==> config.mk <==
export PLATFORM = sky130hd
export DESIGN_NAME = wash_cycle_timer
export DESIGN_NICKNAME = d
export VERILOG_FILES = /design/src/rtl/wash_pkg.sv /design/src/rtl/wash_cycle_timer_sec_prescaler.sv /design/src/rtl/wash_cycle_timer.sv
export SDC_FILE = /design/constraint.sdc
export NUM_CORES = 1
export LEC_CHECK = 0
export ABC_AREA = 0
export CAP_MARGIN = 20
export CORE_UTILIZATION = 65
export CTS_BUF_LIST = sky130_fd_sc_hd__clkbuf_2
export DETAILED_ROUTE_END_ITERATION = 6
export HOLD_SLACK_MARGIN = 0.02
export PLACE_DENSITY = 0.85
export REMOVE_ABC_BUFFERS = 1
export SYNTH_ARGS = -nofsm -noshare
export SYNTH_HDL_FRONTEND = slang
export SYNTH_SLANG_ARGS = --single-unit
==> constraint.sdc <==
create_clock -name clk -period 6.2 [get_ports clk]
set_clock_uncertainty 0.1 [all_clocks]
set_input_delay 0.93 -clock clk [delete_from_list [all_inputs] [get_ports clk]]
set_output_delay 0.93 -clock clk [all_outputs]
set_load 0.02 [all_outputs]
==> src/rtl/wash_pkg.sv <==
// Shared definitions for the washing-machine sequencer and its phase timer:
// phase encoding, default phase durations and the actuator-to-phase decoder.
package wash_pkg;

   typedef enum logic [2:0] {
      NONE  = 3'd0,
      FILL  = 3'd1,
      WASH  = 3'd2,
      DRAIN = 3'd3,
      SPIN  = 3'd4
   } phase_t;

   localparam int DEF_CLK_PER_SEC = 50_000_000;
   localparam int DEF_FILL_SEC    = 60;
   localparam int DEF_WASH_SEC    = 600;
   localparam int DEF_RINSE_SEC   = 300;
   localparam int DEF_DRAIN_SEC   = 90;
   localparam int DEF_SPIN_SEC    = 240;
   localparam int DEF_SEC_W       = 10;

   // First match wins: fill beats drain beats spin beats wash.
   function automatic phase_t decode_phase(input logic water_fill,
                                           input logic agitator,
                                           input logic motor,
                                           input logic pump,
                                           input logic speed);
      phase_t ph;
      if (water_fill)             ph = FILL;
      else if (pump)              ph = DRAIN;
      else if (motor && speed)    ph = SPIN;
      else if (motor && agitator) ph = WASH;
      else                        ph = NONE;
      return ph;
   endfunction

endpackage

==> src/rtl/wash_cycle_timer_sec_prescaler.sv <==
// Clock-to-seconds prescaler: emits a one-cycle tick every CLK_PER_SEC enabled
// clocks; holds its count while disabled and clears on clr or rst.
module sec_prescaler
   import wash_pkg::*;
#(
   parameter int CLK_PER_SEC = DEF_CLK_PER_SEC
) (
   input  logic clk,
   input  logic rst,
   input  logic clr,
   input  logic en,
   output logic tick
);

   localparam int PRE_W = (CLK_PER_SEC > 1) ? $clog2(CLK_PER_SEC) : 1;
   localparam logic [PRE_W-1:0] PRE_LAST = PRE_W'(CLK_PER_SEC - 1);
   localparam logic [PRE_W-1:0] PRE_ONE  = PRE_W'(1);

   logic [PRE_W-1:0] pre_q;
   logic [PRE_W-1:0] pre_d;
   logic             at_last;

   assign at_last = (pre_q == PRE_LAST);
   // A clear in the same cycle suppresses the tick so restart always wins.
   assign tick    = en & at_last & ~clr;

   always_comb begin
      pre_d = pre_q;
      if (clr) begin
         pre_d = '0;
      end else if (en) begin
         pre_d = at_last ? '0 : pre_q + PRE_ONE;
      end
   end

   always_ff @(posedge clk) begin
      if (rst) begin
         pre_q <= '0;
      end else begin
         pre_q <= pre_d;
      end
   end

endmodule

==> src/rtl/wash_cycle_timer.sv <==
// Phase timer for the washing-machine sequencer: decodes the active phase from
// the actuator outputs, counts seconds and returns registered phase-done levels.
module wash_cycle_timer
   import wash_pkg::*;
#(
   parameter int CLK_PER_SEC = DEF_CLK_PER_SEC,
   parameter int FILL_SEC    = DEF_FILL_SEC,
   parameter int WASH_SEC    = DEF_WASH_SEC,
   parameter int RINSE_SEC   = DEF_RINSE_SEC,
   parameter int DRAIN_SEC   = DEF_DRAIN_SEC,
   parameter int SPIN_SEC    = DEF_SPIN_SEC,
   parameter int SEC_W       = DEF_SEC_W
) (
   input  logic             clk,
   input  logic             rst,
   input  logic             restart,
   input  logic             water_fill,
   input  logic             agitator,
   input  logic             motor,
   input  logic             pump,
   input  logic             speed,
   output logic             tfill,
   output logic             twash,
   output logic             trinse,
   output logic             tdrain,
   output logic             tspin,
   output logic [SEC_W-1:0] remaining
);

   localparam logic [SEC_W-1:0] SEC_ONE = SEC_W'(1);

   phase_t           phase;
   logic [SEC_W-1:0] target;
   logic             done_cur;
   logic             cnt_en;
   logic             tick;
   logic             last_sec;

   logic [SEC_W-1:0] sec_cnt_q, sec_cnt_d;
   logic [SEC_W-1:0] remaining_q, remaining_d;
   logic             tfill_q, tfill_d;
   logic             twash_q, twash_d;
   logic             trinse_q, trinse_d;
   logic             tdrain_q, tdrain_d;
   logic             tspin_q, tspin_d;
   logic             rinse_q, rinse_d;

   always_comb begin
      phase    = decode_phase(water_fill, agitator, motor, pump, speed);
      target   = '0;
      done_cur = 1'b0;
      case (phase)
         FILL:  begin target = SEC_W'(FILL_SEC);  done_cur = tfill_q;  end
         WASH:  begin
            target   = rinse_q ? SEC_W'(RINSE_SEC) : SEC_W'(WASH_SEC);
            done_cur = twash_q;
         end
         DRAIN: begin target = SEC_W'(DRAIN_SEC); done_cur = tdrain_q; end
         SPIN:  begin target = SEC_W'(SPIN_SEC);  done_cur = tspin_q;  end
         default: begin target = '0; done_cur = 1'b0; end
      endcase
   end

   assign cnt_en   = (phase != NONE) & ~done_cur;
   assign last_sec = tick & (sec_cnt_q == (target - SEC_ONE));

   sec_prescaler #(
      .CLK_PER_SEC (CLK_PER_SEC)
   ) u_prescaler (
      .clk  (clk),
      .rst  (rst),
      .clr  (restart),
      .en   (cnt_en),
      .tick (tick)
   );

   always_comb begin
      sec_cnt_d = sec_cnt_q;
      tfill_d   = tfill_q;
      twash_d   = twash_q;
      trinse_d  = trinse_q;
      tdrain_d  = tdrain_q;
      tspin_d   = tspin_q;
      rinse_d   = rinse_q;
      if (restart) begin
         sec_cnt_d = '0;
         tfill_d   = 1'b0;
         twash_d   = 1'b0;
         trinse_d  = 1'b0;
         tdrain_d  = 1'b0;
         tspin_d   = 1'b0;
      end else begin
         if (tick && (sec_cnt_q < target)) begin
            sec_cnt_d = sec_cnt_q + SEC_ONE;
         end
         // Each done level holds only while its own phase stays decoded.
         tfill_d  = (phase == FILL)  & (tfill_q  | last_sec);
         twash_d  = (phase == WASH)  & (twash_q  | last_sec);
         trinse_d = (phase == WASH)  & (trinse_q | (last_sec & rinse_q));
         tdrain_d = (phase == DRAIN) & (tdrain_q | last_sec);
         tspin_d  = (phase == SPIN)  & (tspin_q  | last_sec);
         if (last_sec && (phase == DRAIN) && !rinse_q) begin
            rinse_d = 1'b1;
         end
         if (last_sec && (phase == SPIN)) begin
            rinse_d = 1'b0;
         end
      end
      // The display keeps its last value through a door-open hold.
      remaining_d = (phase == NONE) ? remaining_q : (target - sec_cnt_q);
   end

   always_ff @(posedge clk) begin
      if (rst) begin
         sec_cnt_q   <= '0;
         remaining_q <= '0;
         tfill_q     <= 1'b0;
         twash_q     <= 1'b0;
         trinse_q    <= 1'b0;
         tdrain_q    <= 1'b0;
         tspin_q     <= 1'b0;
         rinse_q     <= 1'b0;
      end else begin
         sec_cnt_q   <= sec_cnt_d;
         remaining_q <= remaining_d;
         tfill_q     <= tfill_d;
         twash_q     <= twash_d;
         trinse_q    <= trinse_d;
         tdrain_q    <= tdrain_d;
         tspin_q     <= tspin_d;
         rinse_q     <= rinse_d;
      end
   end

   assign tfill     = tfill_q;
   assign twash     = twash_q;
   assign trinse    = trinse_q;
   assign tdrain    = tdrain_q;
   assign tspin     = tspin_q;
   assign remaining = remaining_q;

endmodule
==> flow_metrics.py <==
metrics = {
    "worst_setup_path": {
        "slowest_delay_ns": 0.62,
        "required_ns": 6.47,
        "rr_startpoint": "rinse_q",
        "crit_type": "input pin to flop",
        "startpoint_type": "input pin",
        "startpoint": "speed",
        "slowest_stage": "clkdlybuf4s50_1",
        "crit_arrival_ns": 4.23,
        "worstPathCellList": "clkdlybuf4s50_1 -> and3b_1 -> a31oi_1 -> inv_1 -> ha_1 -> nor2b_1 -> o21ai_0 -> a21oi_1 -> o21bai_1 -> a21oi_1 -> mux2i_1 -> nor2_1",
        "cp_common_cell": "a21oi_1",
        "crit_path_end_kind": "flop",
        "crit_fanout": 9,
    },
    "cts": {
        "worstSkewPairLatency_ns": 0.44,
        "path_clk_slew_ns": 0.27,
        "ctsResizeCount": 0,
        "hold_buffers": 0,
        "h-tree-depth": 2,
        "clock-sinks": 52,
        "postCtsSetupBuffers": 0,
        "cts_root_buffer": "clkbuf_2",
        "cts_buffers": 5,
        "cts_max_path_buffers": 2,
        "cts_tree": "done",
    },
    "place": {
        "place_congestion": 0.900,
        "io_buffers": 22,
        "dpl_cell_area_um2": 3280,
        "dp.cells": 435,
        "pre_cts_ws_ns": 1.85,
        "post-dp-hpwl_um": 4770,
    },
    "yosys": {
        "synth_ff_type": "dfxtp_1",
        "synth-adder-area-share_pct": 6.45,
        "ys_ff_latch": 52,
        "syn_area_per_cell_um2": 8.20,
        "netlist_instances": 369,
        "synthMuxAreaShare_pct": 1.37,
        "yosysMostFrequentCell": "dfxtp_1",
        "yosys.area_share.simple_pct": 25.1,
        "synth-xor-area-share_pct": 11.0,
        "ys_types": 53,
        "yosys-top-cells-count": "dfxtp_1, nor2_1, nand2_1, xnor2_1, inv_1",
        "ys_async_sr_fraction_pct": 0,
        "ys_warn_count": 0,
        "synth_compound_area_share_pct": 17.4,
        "synth_top_area_share_pct": 34.4,
        "synth_area_leaders": "dfxtp_1, xnor2_1, nor2_1",
        "synth_top_family_by_area": "simple AND/OR/NAND/NOR gates",
        "yosysTopAreaCell": "dfxtp_1",
        "synth-edff-count": 0,
        "yosysSeqAreaShare_pct": 34.4,
        "netlist_area_um2": 3020,
    },
    "worst_hold_path": {
        "worstHoldStart": "remaining[3]",
        "hp-class": "flop to flop",
    },
    "timing": {
        "slew_headroom_pct": 50.1,
        "post-route-min-period_ns": 3.96,
        "hold_viol": 0,
        "setup_ws_ns": 2.24,
        "rsz0062_at_grt": "false",
        "totalNegativeSetupSlack_ns": 0,
        "worst_pin_slew_ns": 0.748,
        "setup_viol": 0,
        "maxSlewViolCount": 0,
        "max_freq_mhz": 253,
        "fin_crit_sh_pct": 63.8,
    },
    "finish": {
        "fillers": 356,
        "fin_cells": 443,
        "multiInputGateArea_um2": 1860,
        "regArea_um2": 1040,
        "syn_to_final_growth_pct": 10.6,
        "nNetsFinal": 413,
        "n_antenna_cell": 0,
        "design_area_um2": 3340,
        "drive_gt1_share_pct": 4.35,
    },
    "floorplanning": {
        "start_util_pct": 68.5,
        "die_width_um": 70.2,
        "core_area_um2": 4410,
        "die_area_um2": 4930,
        "dieHeight_um": 70.2,
        "ios": 23,
        "fp-row-count": 24,
    },
    "detailed_routing": {
        "drc_errors": 0,
        "wl_um": 6420,
        "ant_nets": 0,
        "wire_per_inst_um": 14.5,
        "dr.pass1.iters": 5,
        "drt_iter0_drc": 165,
        "via_count": 2685,
        "post_drt_via_cell_ratio": 6.06,
    },
    "global_routing": {
        "grt_pass1_vias": 2440,
        "grt-ovfl-total": 0,
        "antenna_found_initial": 0,
        "track_usage_pct": 27.3,
        "grt_max_degree": 25,
        "grt_first_pass_wirelength_um": 10900,
    },
    "power": {
        "vdd_drop_max_uv": 124,
        "leakage_uw": 0.00119,
        "p_total_uw": 612,
        "cellPowerDensity_nw_per_um2": 183,
    },
    "job": {
        "maxCapViolCount": 0,
    },
    "outcome": {
        "status": "finished, final reports clean",
    },
}
[per-layer routing]
metal / global-route usage [%] / wire length (um) / vias to the layer above
li1: - / - / 1336
met3: 3.46 / 327 / 8
met4: 10.4 / 67 / 0
met5: 0 / 0 / -
met1: 37.8 / 3050 / 1250
met2: 43.4 / 2980 / 91
[path summary, 6_finish.rpt]
kind	to	slack (ns)	cells past startpoint
worst max-delay path	sec_cnt_q[1]	2.24	12
worst min-delay path	remaining[3]	0.37	2
worst max register to register	sec_cnt_q[5]	2.97	9
worst min register to register	remaining[3]	0.37	2
[area by class of cell]
cell class	instances	area share, %
flip-flops and latches	52	31.1
well taps	52	1.95
repair buffers	23	6.81
clock inverters	2	1.16
inverters	23	2.58
clock buffers	6	0.898
multi-input cells	285	55.5
[registers in the layout, indices dropped and copies added, names as in the netlist]
register and flops:
u_prescaler.pre_q 26, remaining 10, sec_cnt_q 10, rinse_q 1
tdrain 1, tfill 1, trinse 1, tspin 1
twash 1
[through the flow]
stage	utilization (%)	hold slack (ns)
final	75.8	0.369
after global routing	75.8	0.389
after CTS	75.8	0.377
after detailed placement	74.2	0.350
after global placement	74.2	0.338
after floorplan	-	0.358
[layout by cell type, fill, tap and decap left out, types with 6 or more instances in the layout]
cell type / count
nor2_1: 49
nand3_1: 16
clkbuf_2: 6
nand2_1: 33
xor2_1: 13
ha_1: 14
nand4_1: 7
clkdlybuf4s50_1: 22
xnor2_1: 25
a21oi_1: 22
and3_1: 7
or3_1: 11
dfxtp_1: 52
o21ai_0: 11
inv_1: 23
[worst max-delay path, delay by kind of cell]
family | cells | cell delay, ns
AO/OA/AOI/OAI | 5 | 1.57
buffers and inverters | 2 | 0.71
AND/OR/NAND/NOR | 3 | 0.44
adder cells (fa/ha/maj) | 1 | 0.34
multiplexers | 1 | 0.22
[cell families (layout without fill, tap and decap cells)]
group	after synthesis	after routing
flops	52	52
compound gates	75	75
buf+inv	32	54
mux	4	4
simple gates	153	153
fa+ha+maj	15	15
xor+xnor	38	38
[power breakdown]
group	switching [uW]	leakage [uW]	internal, uW
clock	114	0.0000436	71.5
sequential	2.90	0.000421	341
combinational	48.2	0.000727	34.6
total	165	0.00119	448
(Power assumes the default switching activity.)
